[src/rtl/clk_div_pkg.sv]
// clk_div_pkg: shared types, constants and helpers for the clock divider.
//   ctrl_state_e  - control FSM states (APPLY, WAIT_LOCK, LOCKED)
//   DIV_MIN       - smallest usable divide ratio
//   sanitizeDiv   - clamps a requested ratio up to DIV_MIN
//   sanitizePhase - forces an out-of-range phase offset back to 0
package clk_div_pkg;

  typedef enum logic [1:0] {
    APPLY     = 2'd0,
    WAIT_LOCK = 2'd1,
    LOCKED    = 2'd2
  } ctrl_state_e;

  localparam int DIV_MIN = 2;

  // The helpers work on a wide fixed width so that any DIV_W up to 32 can
  // share them; callers zero-extend in and truncate back out.
  localparam int SAN_W = 32;

  // Ratios of 0 and 1 cannot produce a toggling output, so they clamp up.
  function automatic logic [SAN_W-1:0] sanitizeDiv(input logic [SAN_W-1:0] divReq);
    if (divReq < SAN_W'(DIV_MIN)) begin
      return SAN_W'(DIV_MIN);
    end
    return divReq;
  endfunction

  // A phase must name a counter value that actually occurs in the cycle.
  function automatic logic [SAN_W-1:0] sanitizePhase(input logic [SAN_W-1:0] phaseReq,
                                                     input logic [SAN_W-1:0] divEff);
    if (phaseReq >= divEff) begin
      return '0;
    end
    return phaseReq;
  endfunction

endpackage

[src/rtl/clk_div_ch.sv]
// clk_div_ch: one divided-clock channel with its own shadow ratio/phase.
//   clk, rst   - system clock, synchronous active-high reset
//   en_i       - run enable; when low the counter parks at the phase value
//   realign_i  - reload counter with phase (shared strobe from control FSM)
//   wr_i       - load shadow div/phase from div_i/phase_i (already sanitised)
//   clkout_o   - registered divided clock, high while cnt < div/2
//   tick_o     - registered pulse while cnt == 0
module clk_div_ch
  import clk_div_pkg::*;
#(
  parameter int DIV_W = 8
) (
  input  logic             clk,
  input  logic             rst,
  input  logic             en_i,
  input  logic             realign_i,
  input  logic             wr_i,
  input  logic [DIV_W-1:0] div_i,
  input  logic [DIV_W-1:0] phase_i,
  output logic             clkout_o,
  output logic             tick_o
);

  logic [DIV_W-1:0] div_q, div_d;
  logic [DIV_W-1:0] phase_q, phase_d;
  logic [DIV_W-1:0] cnt_q, cnt_d;
  logic             clkout_q, clkout_d;
  logic             tick_q, tick_d;

  // Next-state for shadow registers, counter and outputs. The outputs are
  // computed from the next counter value so that, once registered, they line
  // up with the counter in the same cycle. The wrap test uses >= so a counter
  // left above a freshly shrunk ratio still returns to 0.
  always_comb begin
    div_d   = div_q;
    phase_d = phase_q;
    if (wr_i) begin
      div_d   = div_i;
      phase_d = phase_i;
    end

    if (realign_i || !en_i) begin
      cnt_d = phase_q;
    end else if (cnt_q >= div_q - DIV_W'(1)) begin
      cnt_d = '0;
    end else begin
      cnt_d = cnt_q + DIV_W'(1);
    end

    clkout_d = en_i && (cnt_d < (div_d >> 1));
    tick_d   = en_i && (cnt_d == '0);
  end

  // Channel state register with synchronous reset to the minimum ratio.
  always_ff @(posedge clk) begin
    if (rst) begin
      div_q    <= DIV_W'(DIV_MIN);
      phase_q  <= '0;
      cnt_q    <= '0;
      clkout_q <= 1'b0;
      tick_q   <= 1'b0;
    end else begin
      div_q    <= div_d;
      phase_q  <= phase_d;
      cnt_q    <= cnt_d;
      clkout_q <= clkout_d;
      tick_q   <= tick_d;
    end
  end

  assign clkout_o = clkout_q;
  assign tick_o   = tick_q;

endmodule

[src/rtl/clk_div_gen.sv]
// clk_div_gen: multi-channel programmable clock divider with lock indication.
//   clk, rst    - system clock, synchronous active-high reset
//   cfg_valid   - configuration write request
//   cfg_ready   - write accepted when high together with cfg_valid
//   cfg_ch      - target channel; values >= NUM_CH are accepted and dropped
//   cfg_div     - divide ratio (0 and 1 behave as 2)
//   cfg_phase   - phase offset in clk cycles (>= ratio behaves as 0)
//   ch_en       - per-channel run enable
//   clkout      - registered divided clocks
//   tick        - one-cycle pulse on each clkout rising edge
//   locked      - all channels realigned and settled
module clk_div_gen
  import clk_div_pkg::*;
#(
  parameter int NUM_CH      = 4,
  parameter int DIV_W       = 8,
  parameter int LOCK_CYCLES = 16
) (
  input  logic                      clk,
  input  logic                      rst,
  input  logic                      cfg_valid,
  output logic                      cfg_ready,
  input  logic [$clog2(NUM_CH)-1:0] cfg_ch,
  input  logic [DIV_W-1:0]          cfg_div,
  input  logic [DIV_W-1:0]          cfg_phase,
  input  logic [NUM_CH-1:0]         ch_en,
  output logic [NUM_CH-1:0]         clkout,
  output logic [NUM_CH-1:0]         tick,
  output logic                      locked
);

  localparam int LCNT_W = $clog2(LOCK_CYCLES + 1);

  ctrl_state_e       state_q, state_d;
  logic [LCNT_W-1:0] lockCnt_q, lockCnt_d;
  logic              cfgWrite;
  logic              realign;
  logic [DIV_W-1:0]  divEff;
  logic [DIV_W-1:0]  phaseEff;

  // Writes are accepted in every state except APPLY; only in-range channels
  // actually disturb the FSM and shadow registers.
  assign cfg_ready = (state_q != APPLY);
  assign cfgWrite  = cfg_valid && cfg_ready && (int'(cfg_ch) < NUM_CH);
  assign realign   = (state_q == APPLY);
  assign locked    = (state_q == LOCKED);

  // Phase is checked against the clamped ratio, not the raw request.
  assign divEff   = DIV_W'(sanitizeDiv(SAN_W'(cfg_div)));
  assign phaseEff = DIV_W'(sanitizePhase(SAN_W'(cfg_phase), SAN_W'(divEff)));

  // Control FSM next state: APPLY lasts one cycle, then the lock counter
  // runs; any in-range write restarts the whole sequence.
  always_comb begin
    state_d   = state_q;
    lockCnt_d = lockCnt_q;
    case (state_q)
      APPLY: begin
        state_d   = WAIT_LOCK;
        lockCnt_d = '0;
      end
      WAIT_LOCK: begin
        if (cfgWrite) begin
          state_d = APPLY;
        end else begin
          lockCnt_d = lockCnt_q + LCNT_W'(1);
          if (lockCnt_q == LCNT_W'(LOCK_CYCLES - 1)) begin
            state_d = LOCKED;
          end
        end
      end
      LOCKED: begin
        if (cfgWrite) begin
          state_d = APPLY;
        end
      end
      default: begin
        state_d   = WAIT_LOCK;
        lockCnt_d = '0;
      end
    endcase
  end

  // Control FSM state register; reset discards any lock progress.
  always_ff @(posedge clk) begin
    if (rst) begin
      state_q   <= WAIT_LOCK;
      lockCnt_q <= '0;
    end else begin
      state_q   <= state_d;
      lockCnt_q <= lockCnt_d;
    end
  end

  for (genvar i = 0; i < NUM_CH; i++) begin : g_ch
    clk_div_ch #(
      .DIV_W(DIV_W)
    ) u_ch (
      .clk      (clk),
      .rst      (rst),
      .en_i     (ch_en[i]),
      .realign_i(realign),
      .wr_i     (cfgWrite && (int'(cfg_ch) == i)),
      .div_i    (divEff),
      .phase_i  (phaseEff),
      .clkout_o (clkout[i]),
      .tick_o   (tick[i])
    );
  end

endmodule

[config.mk]
export PLATFORM = sky130hd
export DESIGN_NAME = clk_div_gen
export DESIGN_NICKNAME = d
export VERILOG_FILES = /design/src/rtl/clk_div_pkg.sv /design/src/rtl/clk_div_ch.sv /design/src/rtl/clk_div_gen.sv
export SDC_FILE = /design/constraint.sdc
export NUM_CORES = 1
export LEC_CHECK = 0
export ABC_CLOCK_PERIOD_IN_PS = 6300
export CORE_MARGIN = 10
export CORE_UTILIZATION = 45
export CTS_BUF_LIST = sky130_fd_sc_hd__clkbuf_8
export CTS_CLUSTER_DIAMETER = 150
export CTS_CLUSTER_SIZE = 30
export DETAILED_ROUTE_END_ITERATION = 10
export GPL_TIMING_DRIVEN = 0
export SLEW_MARGIN = 20
export SYNTH_ARGS = -nofsm -noshare
export SYNTH_HDL_FRONTEND = slang
export SYNTH_SLANG_ARGS = --single-unit
[constraint.sdc]
create_clock -name clk -period 6.3 [get_ports clk]
set_clock_uncertainty 0.05 [all_clocks]
set_input_delay 1.26 -clock clk [delete_from_list [all_inputs] [get_ports clk]]
set_output_delay 1.26 -clock clk [all_outputs]
set_load 0.01 [all_outputs]
==> impl_metrics.py, run 1 <==
metrics = {
    "logic_synthesis": {
        "ys.warnings.count": 0,
        "synth_area_leaders": "dfxtp_1 (31%), ha_1 (14%), nor2_1 (4.1%), nand2_1 (3.8%), xor2_1 (3.1%)",
        "synth-seq-area-share": 0.3148,
        "ys_ff_latch": 111,
        "synth.top_cell.area_share": 0.3148,
        "netlist_instances": 827,
        "synth_area_um2": 7059,
        "synth.distinct_cells": 67,
        "synth_edf_count": 0,
        "syn_area_per_cell_um2": 8.536,
        "async_reset_ff_frac": 0,
        "yosysTopAreaCell": "dfxtp_1",
        "synth_fp_nets": 929,
        "ys.flop_type": "dfxtp_1",
    },
    "floorplan": {
        "dieArea_um2": 21100,
        "core_region_area_um2": 15310,
        "ioPinCount": 35,
        "die_w_um": 145.3,
        "initial_core_util": 0.4609,
        "rows": 45,
        "die_h_um": 145.3,
    },
    "clock_tree": {
        "hold_buffers": 0,
        "clock_path_buffers": 2,
        "root_buffer": "clkbuf_8",
        "htreeDepth": 3,
        "cts_buffers": 9,
        "cts_setup_buffers": 0,
        "cts_resized": 0,
        "cts_sinks": 111,
        "insertion_delay_ns": 0.40,
        "cts_tree": "yes",
        "cts.clk_slew.worst_paths_ns": 0.10,
    },
    "grt": {
        "grt_max_degree": 17,
        "grt_pass1_wl_mm": 31.26,
        "antenna_found_initial": 0,
        "grt_pass1_vias": 6266,
        "grt_usage": 0.1785,
        "gr-total-overflow": 0,
    },
    "setup_path": {
        "cp_data_arrival_time_ns": 4.65,
        "crit_fanout": 10,
        "worstSetupPathType": "input port to register",
        "crit_required_ns": 6.55,
        "reg2reg_slack_ns": 2.16,
        "worst_setup_path_end_kind": "register",
        "critPathLaunchType": "input port",
    },
    "placed_design": {
        "io_buffers": 34,
        "dp_hpwl_mm": 15.19,
        "gp_congestion": 0.8902,
    },
    "sta": {
        "max_freq_mhz": 227.1,
        "fin_tns_setup_ns": 0,
        "fin_crit_sh": 0.6988,
        "rsz0062_at_grt": "no",
        "slew_headroom": 0.4647,
        "hold_viol": 0,
        "setup_viol": 0,
        "worst_pin_slew_ns": 0.8029,
        "slew_viol_final": 0,
        "fin_crit_ns": 4.403,
    },
    "status": {
        "status": "complete, no violations",
    },
    "pwr": {
        "power.clock.fraction": 0.203,
        "p_total_mw": 1.924,
        "peakVddDrop_mv": 0.1988,
        "pwr-share-comb": 0.375,
        "power.leakage_nw": 3.028,
        "p_sw_frac": 0.3682,
        "power.internal_mw": 1.215,
        "switchingPower_uw": 708.2,
        "p_seq_frac": 0.422,
        "p_per_area_nw_per_um2": 245.7,
    },
    "layout": {
        "finish.utilization": 0.5111,
        "areaGrowthSynthToFinish_pct": 10.88,
        "num_antenna_cells": 0,
        "nNetsFinal": 974,
        "drive_gt1_frac": 0.05365,
    },
    "route": {
        "drc": 0,
        "drtIter0Drc": 429,
        "viasPerCell": 5.749,
        "wl_mm": 19.29,
        "vias": 6249,
        "drtAntennaViolNets": 0,
        "first_pass_iters": 5,
        "wl_per_cell_um": 17.74,
    },
    "job": {
        "drv_cap": 0,
    },
    "hold_path": {
        "min_path_type": "register to register",
    },
}
[logic make-up after synthesis]
logic type | synth area share
adders and majority gates | 0.1365
muxes | 0.01702
DFF | 0.3148
and+or+nand+nor | 0.2255
AOI/OAI and AO/OA | 0.1937
xor gates and xnor gates | 0.05955
buffers and inverters | 0.05299
[flip-flops by register name (all words and copies together) (netlist names)]
signal,cells
state_q,2
g_ch.u_ch.phase_q,32
g_ch.u_ch.cnt_q,32
g_ch.u_ch.clkout_o,4
g_ch.u_ch.tick_o,4
lockCnt_q,5
g_ch.u_ch.div_q,32
[worst paths after layout]
kind,startpoint,depth (start not counted),to
setup / recovery,cfg_valid,11,g_ch[2].u_ch.clkout_o
hold / removal,lockCnt_q[2],2,lockCnt_q[2]
setup reg to reg,g_ch[2].u_ch.div_q[3],14,g_ch[2].u_ch.clkout_o
hold reg to reg,lockCnt_q[2],2,lockCnt_q[2]
[placed cells by master, fill, tap and decap left out, types with 9 or more instances in the layout]
master / count
clkdlybuf4s50_1: 34
o21ai_1: 21
xnor2_1: 23
mux2i_1: 12
clkbuf_8: 10
a211oi_1: 14
o31ai_1: 16
nand3_1: 20
nor3_1: 13
nand2_1: 71
buf_4: 9
o21ai_0: 12
nand3b_1: 20
o32ai_1: 16
nor2b_1: 29
o21a_1: 11
clkbuf_1: 22
inv_1: 46
nor2_1: 77
a21oi_1: 39
xor2_1: 25
nor4_1: 11
dfxtp_1: 111
a21o_1: 9
nand2b_1: 23
ha_1: 77
[critical path, cell delays in order]
cell	delay, ns
clkdlybuf4s50_1	0.56
nor2b_1	0.45
nand3b_1	0.22
clkbuf_1	0.27
a21oi_1	0.31
ha_1	0.29
a211oi_1	0.35
o211ai_1	0.15
a221oi_1	0.25
o21ai_1	0.14
a2111oi_2	0.38
[layout make-up]
type | count | area (um2)
tap | 211 | 264.0
timing repair buffer | 34 | 340.3
buffer | 41 | 205.2
clock buffer | 10 | 137.6
multi-input combinational | 630 | 4463
inverter | 45 | 168.9
sequential | 111 | 2222
clock inverter | 5 | 26.28
fill | 1492 | 7487
[cells in the mapped netlist (all sizes together), types with 5 or more instances]
| library cell | n |
|---|---|
| mux2i | 12 |
| dfxtp | 111 |
| nand3b | 20 |
| and4 | 5 |
| inv | 45 |
| nand4 | 7 |
| o31ai | 18 |
| o21a | 11 |
| ha | 77 |
| a22o | 6 |
| a21o | 9 |
| and3 | 5 |
| nor4 | 12 |
| and2b | 6 |
| xnor2 | 23 |
| o211ai | 8 |
| nand2 | 71 |
| o32ai | 16 |
| nor2b | 29 |
| a2111oi | 6 |
| nor2 | 77 |
| a21oi | 40 |
| buf | 19 |
| nand2b | 23 |
| nor3 | 13 |
| xor2 | 25 |
| clkbuf | 22 |
| o21ai | 35 |
| nand3 | 20 |
| a211oi | 15 |
[through the flow]
step	setup WS, ns	hold WS (ns)	cell area [um2]	std cells
2_1_floorplan	2.673	0.4002	7059	827
3_3_place_gp	1.629	0.4280	7664	1072
3_5_place_dp	1.489	0.4386	7664	1072
4_1_cts	1.914	0.4555	7828	1087
5_1_grt	1.611	0.4901	7828	1087
6_report	1.897	0.4553	7828	1087
[per-layer routing]
metal / up-vias / wire length, um / global-route usage
li1: 3052 / - / -
met1: 3010 / 9005 / 0.2279
met2: 165 / 8987 / 0.2971
met3: 22 / 955 / 0.03632
met4: 0 / 338 / 0.05106
met5: - / 0 / 0
[power by group through the flow]
| stage | logic (mW) | clock network (mW) | registers (mW) |
|---|---|---|---|
| final | 0.721 | 0.391 | 0.811 |
| after floorplan | 0.519 | 0 | 0.808 |
| after global routing | 0.805 | 0.433 | 0.819 |
| after CTS | 0.722 | 0.405 | 0.810 |
| after detailed placement | 0.715 | 0 | 0.826 |
| after global placement | 0.696 | 0 | 0.823 |
No activity file was read; power rests on OpenSTA's default activity.
==> inputs of run 2 (changes only) <==
- ABC_CLOCK_PERIOD_IN_PS: 6300 -> 3600
- clock period: 6.3 -> 3.6 ns (I/O delays scaled with it)
==> impl_metrics.py, run 2 (synthesized netlist as in run 1, its figures left out) <==
metrics = {
    "clock_tree": {
        "cts_buffers": 9,
        "insertion_delay_ns": 0.40,
        "root_buffer": "clkbuf_8",
        "clock_path_buffers": 2,
        "cts_tree": "yes",
        "htreeDepth": 3,
        "cts_sinks": 111,
        "hold_buffers": 0,
        "cts.clk_slew.worst_paths_ns": 0.10,
    },
    "grt": {
        "grt_pass1_vias": 6363,
        "grt_max_degree": 17,
        "grt_pass1_wl_mm": 31.85,
        "grt_usage": 0.1817,
        "antenna_found_initial": 0,
        "gr-total-overflow": 0,
    },
    "pwr": {
        "power.clock.fraction": 0.193,
        "p_total_mw": 3.551,
        "power.internal_mw": 2.233,
        "p_per_area_nw_per_um2": 428.6,
        "switchingPower_mw": 1.317,
        "peakVddDrop_mv": 0.3510,
        "power.leakage_nw": 3.187,
        "p_seq_frac": 0.402,
        "pwr-share-comb": 0.405,
        "p_sw_frac": 0.3710,
    },
    "layout": {
        "num_antenna_cells": 0,
        "n_fill_cell": 1436,
        "areaGrowthSynthToFinish_pct": 17.35,
        "nNetsFinal": 989,
        "drive_gt1_frac": 0.1358,
        "layout.cells.most_common": "dfxtp_1",
        "finish.utilization": 0.5409,
        "layout.cells.most_common_list": "dfxtp_1 (95), nor2_1 (76), nand2_1 (70), ha_1 (70), inv_1 (44)",
        "top_regs": "g_ch.u_ch.cnt_q x32, g_ch.u_ch.div_q x32, g_ch.u_ch.phase_q x32",
    },
    "sta": {
        "max_freq_mhz": 276.9,
        "worst_pin_slew_ns": 0.8179,
        "slew_headroom": 0.4547,
        "fin_crit_sh": 1.003,
        "worst_slack_ns": -0.01148,
        "hold_viol": 0,
        "setup_viol": 1,
        "slew_viol_final": 0,
        "rsz0062_at_grt": "yes",
        "fin_crit_ns": 3.611,
    },
    "route": {
        "first_pass_iters": 5,
        "vias": 6276,
        "wl_per_cell_um": 18.03,
        "drtIter0Drc": 349,
        "viasPerCell": 5.695,
        "wl_mm": 19.87,
        "drtAntennaViolNets": 0,
        "drc": 0,
    },
    "floorplan": {
        "rows": 45,
        "die_h_um": 145.3,
        "dieArea_um2": 21100,
        "die_w_um": 145.3,
        "ioPinCount": 35,
        "core_region_area_um2": 15310,
        "initial_core_util": 0.4609,
    },
    "setup_path": {
        "reg2reg_slack_ns": -0.01,
        "rr_startpoint": "g_ch[2].u_ch.div_q[5]",
        "crit_start": "g_ch[2].u_ch.div_q[5]",
        "critPathLaunchType": "register",
        "worst-r2r-cell-count": 15,
        "reg2reg_to": "g_ch[2].u_ch.clkout_o",
        "worstSetupPathType": "register to register",
        "crit_required_ns": 3.85,
        "cp_data_arrival_time_ns": 3.86,
        "crit_end": "g_ch[2].u_ch.clkout_o",
        "crit_fanout": 4,
        "worst_setup_path_end_kind": "register",
    },
    "placed_design": {
        "dp_hpwl_mm": 15.19,
        "io_buffers": 34,
        "gp_congestion": 0.8902,
    },
    "status": {
        "status": "finished, violations left",
        "violations": "setup timing",
    },
    "job": {
        "drv_cap": 0,
    },
    "hold_path": {
        "min_path_type": "register to register",
    },
}
## run 2: metrics by stage
| stage | hold WS [ns] | std cells | setup slack, ns | instance area, um2 | TNS [ns] |
|---|---|---|---|---|---|
| 6_report | 0.4549 | 1102 | -0.01148 | 8284 | -0.01148 |
| 3_3_place_gp | 0.4280 | 1072 | -0.5306 | 7664 | -2.472 |
| 2_1_floorplan | 0.4002 | 827 | 0.07209 | 7059 | 0 |
| 3_5_place_dp | 0.4386 | 1072 | -0.6711 | 7664 | -4.027 |
| 5_1_grt | 0.4898 | 1102 | -0.1913 | 8284 | -0.4444 |
| 4_1_cts | 0.4555 | 1096 | -0.09754 | 8055 | -0.09754 |
## run 2: final cells by class
class | count | area [um2] | share of cell area
multi-input combinational | 630 | 4767 | 0.5754
timing repair buffer | 49 | 460.4 | 0.05558
inverter | 45 | 168.9 | 0.02039
tap | 211 | 264.0 | 0.03187
clock buffer | 10 | 137.6 | 0.01661
clock inverter | 5 | 26.28 | 0.003172
buffer | 41 | 205.2 | 0.02477
sequential | 111 | 2255 | 0.2722
## run 2: worst min path at each step
stage	to	start	slack, ns	depth (start not counted)
6_report	lockCnt_q[2]	lockCnt_q[2]	0.45	2
5_1_grt	lockCnt_q[2]	lockCnt_q[2]	0.49	2
4_1_cts	lockCnt_q[2]	lockCnt_q[2]	0.46	2
3_5_place_dp	lockCnt_q[2]	lockCnt_q[2]	0.44	2
3_3_place_gp	lockCnt_q[4]	lockCnt_q[4]	0.43	2
2_1_floorplan	g_ch[1].u_ch.cnt_q[7]	g_ch[1].u_ch.phase_q[7]	0.40	2
## run 2: power by group through the flow
stage          registers [mW]  clock network [mW]  logic (mW)
6_report                 1.43               0.684        1.44
5_1_grt                  1.44               0.756        1.59
3_3_place_gp             1.44                   0        1.22
4_1_cts                  1.42               0.709        1.35
2_1_floorplan            1.41                   0       0.909
3_5_place_dp             1.45                   0        1.25
## run 2: routing by layer
| layer | up-vias | part of all wire | track usage | wire length [um] |
|---|---|---|---|---|
| met5 | - | 0 | 0 | 0 |
| met4 | 0 | 0.019 | 0.05460 | 369 |
| met3 | 25 | 0.047 | 0.03695 | 925 |
| met2 | 147 | 0.47 | 0.3016 | 9417 |
| met1 | 3027 | 0.46 | 0.2318 | 9156 |
| li1 | 3077 | - | - | - |
## run 2: repair_timing
item                       4_1_cts  5_1_grt
resized for setup               36       42
setup buffers                    9        6
pin swaps                       18       26
setup endpoints to repair        3        4
## run 2: worst max-delay path, cell delays in order (launching register included)
cell and delay, ns:
dfxtp_4 0.37, nor4_4 0.29, nand2_1 0.10, xor2_1 0.16
ha_1 0.30, buf_4 0.14, and4_4 0.17, a2111oi_4 0.25
o31ai_4 0.17, o21ai_2 0.24, ha_4 0.24, a211oi_4 0.22
o211ai_1 0.14, a221oi_2 0.19, o21ai_1 0.12, a2111oi_2 0.37
==> inputs of run 3 (changes only) <==
- GPL_ROUTABILITY_DRIVEN: unset -> 0
==> results of run 3 <==
The final DEF is identical to that of run 2; final timing and power are the same.
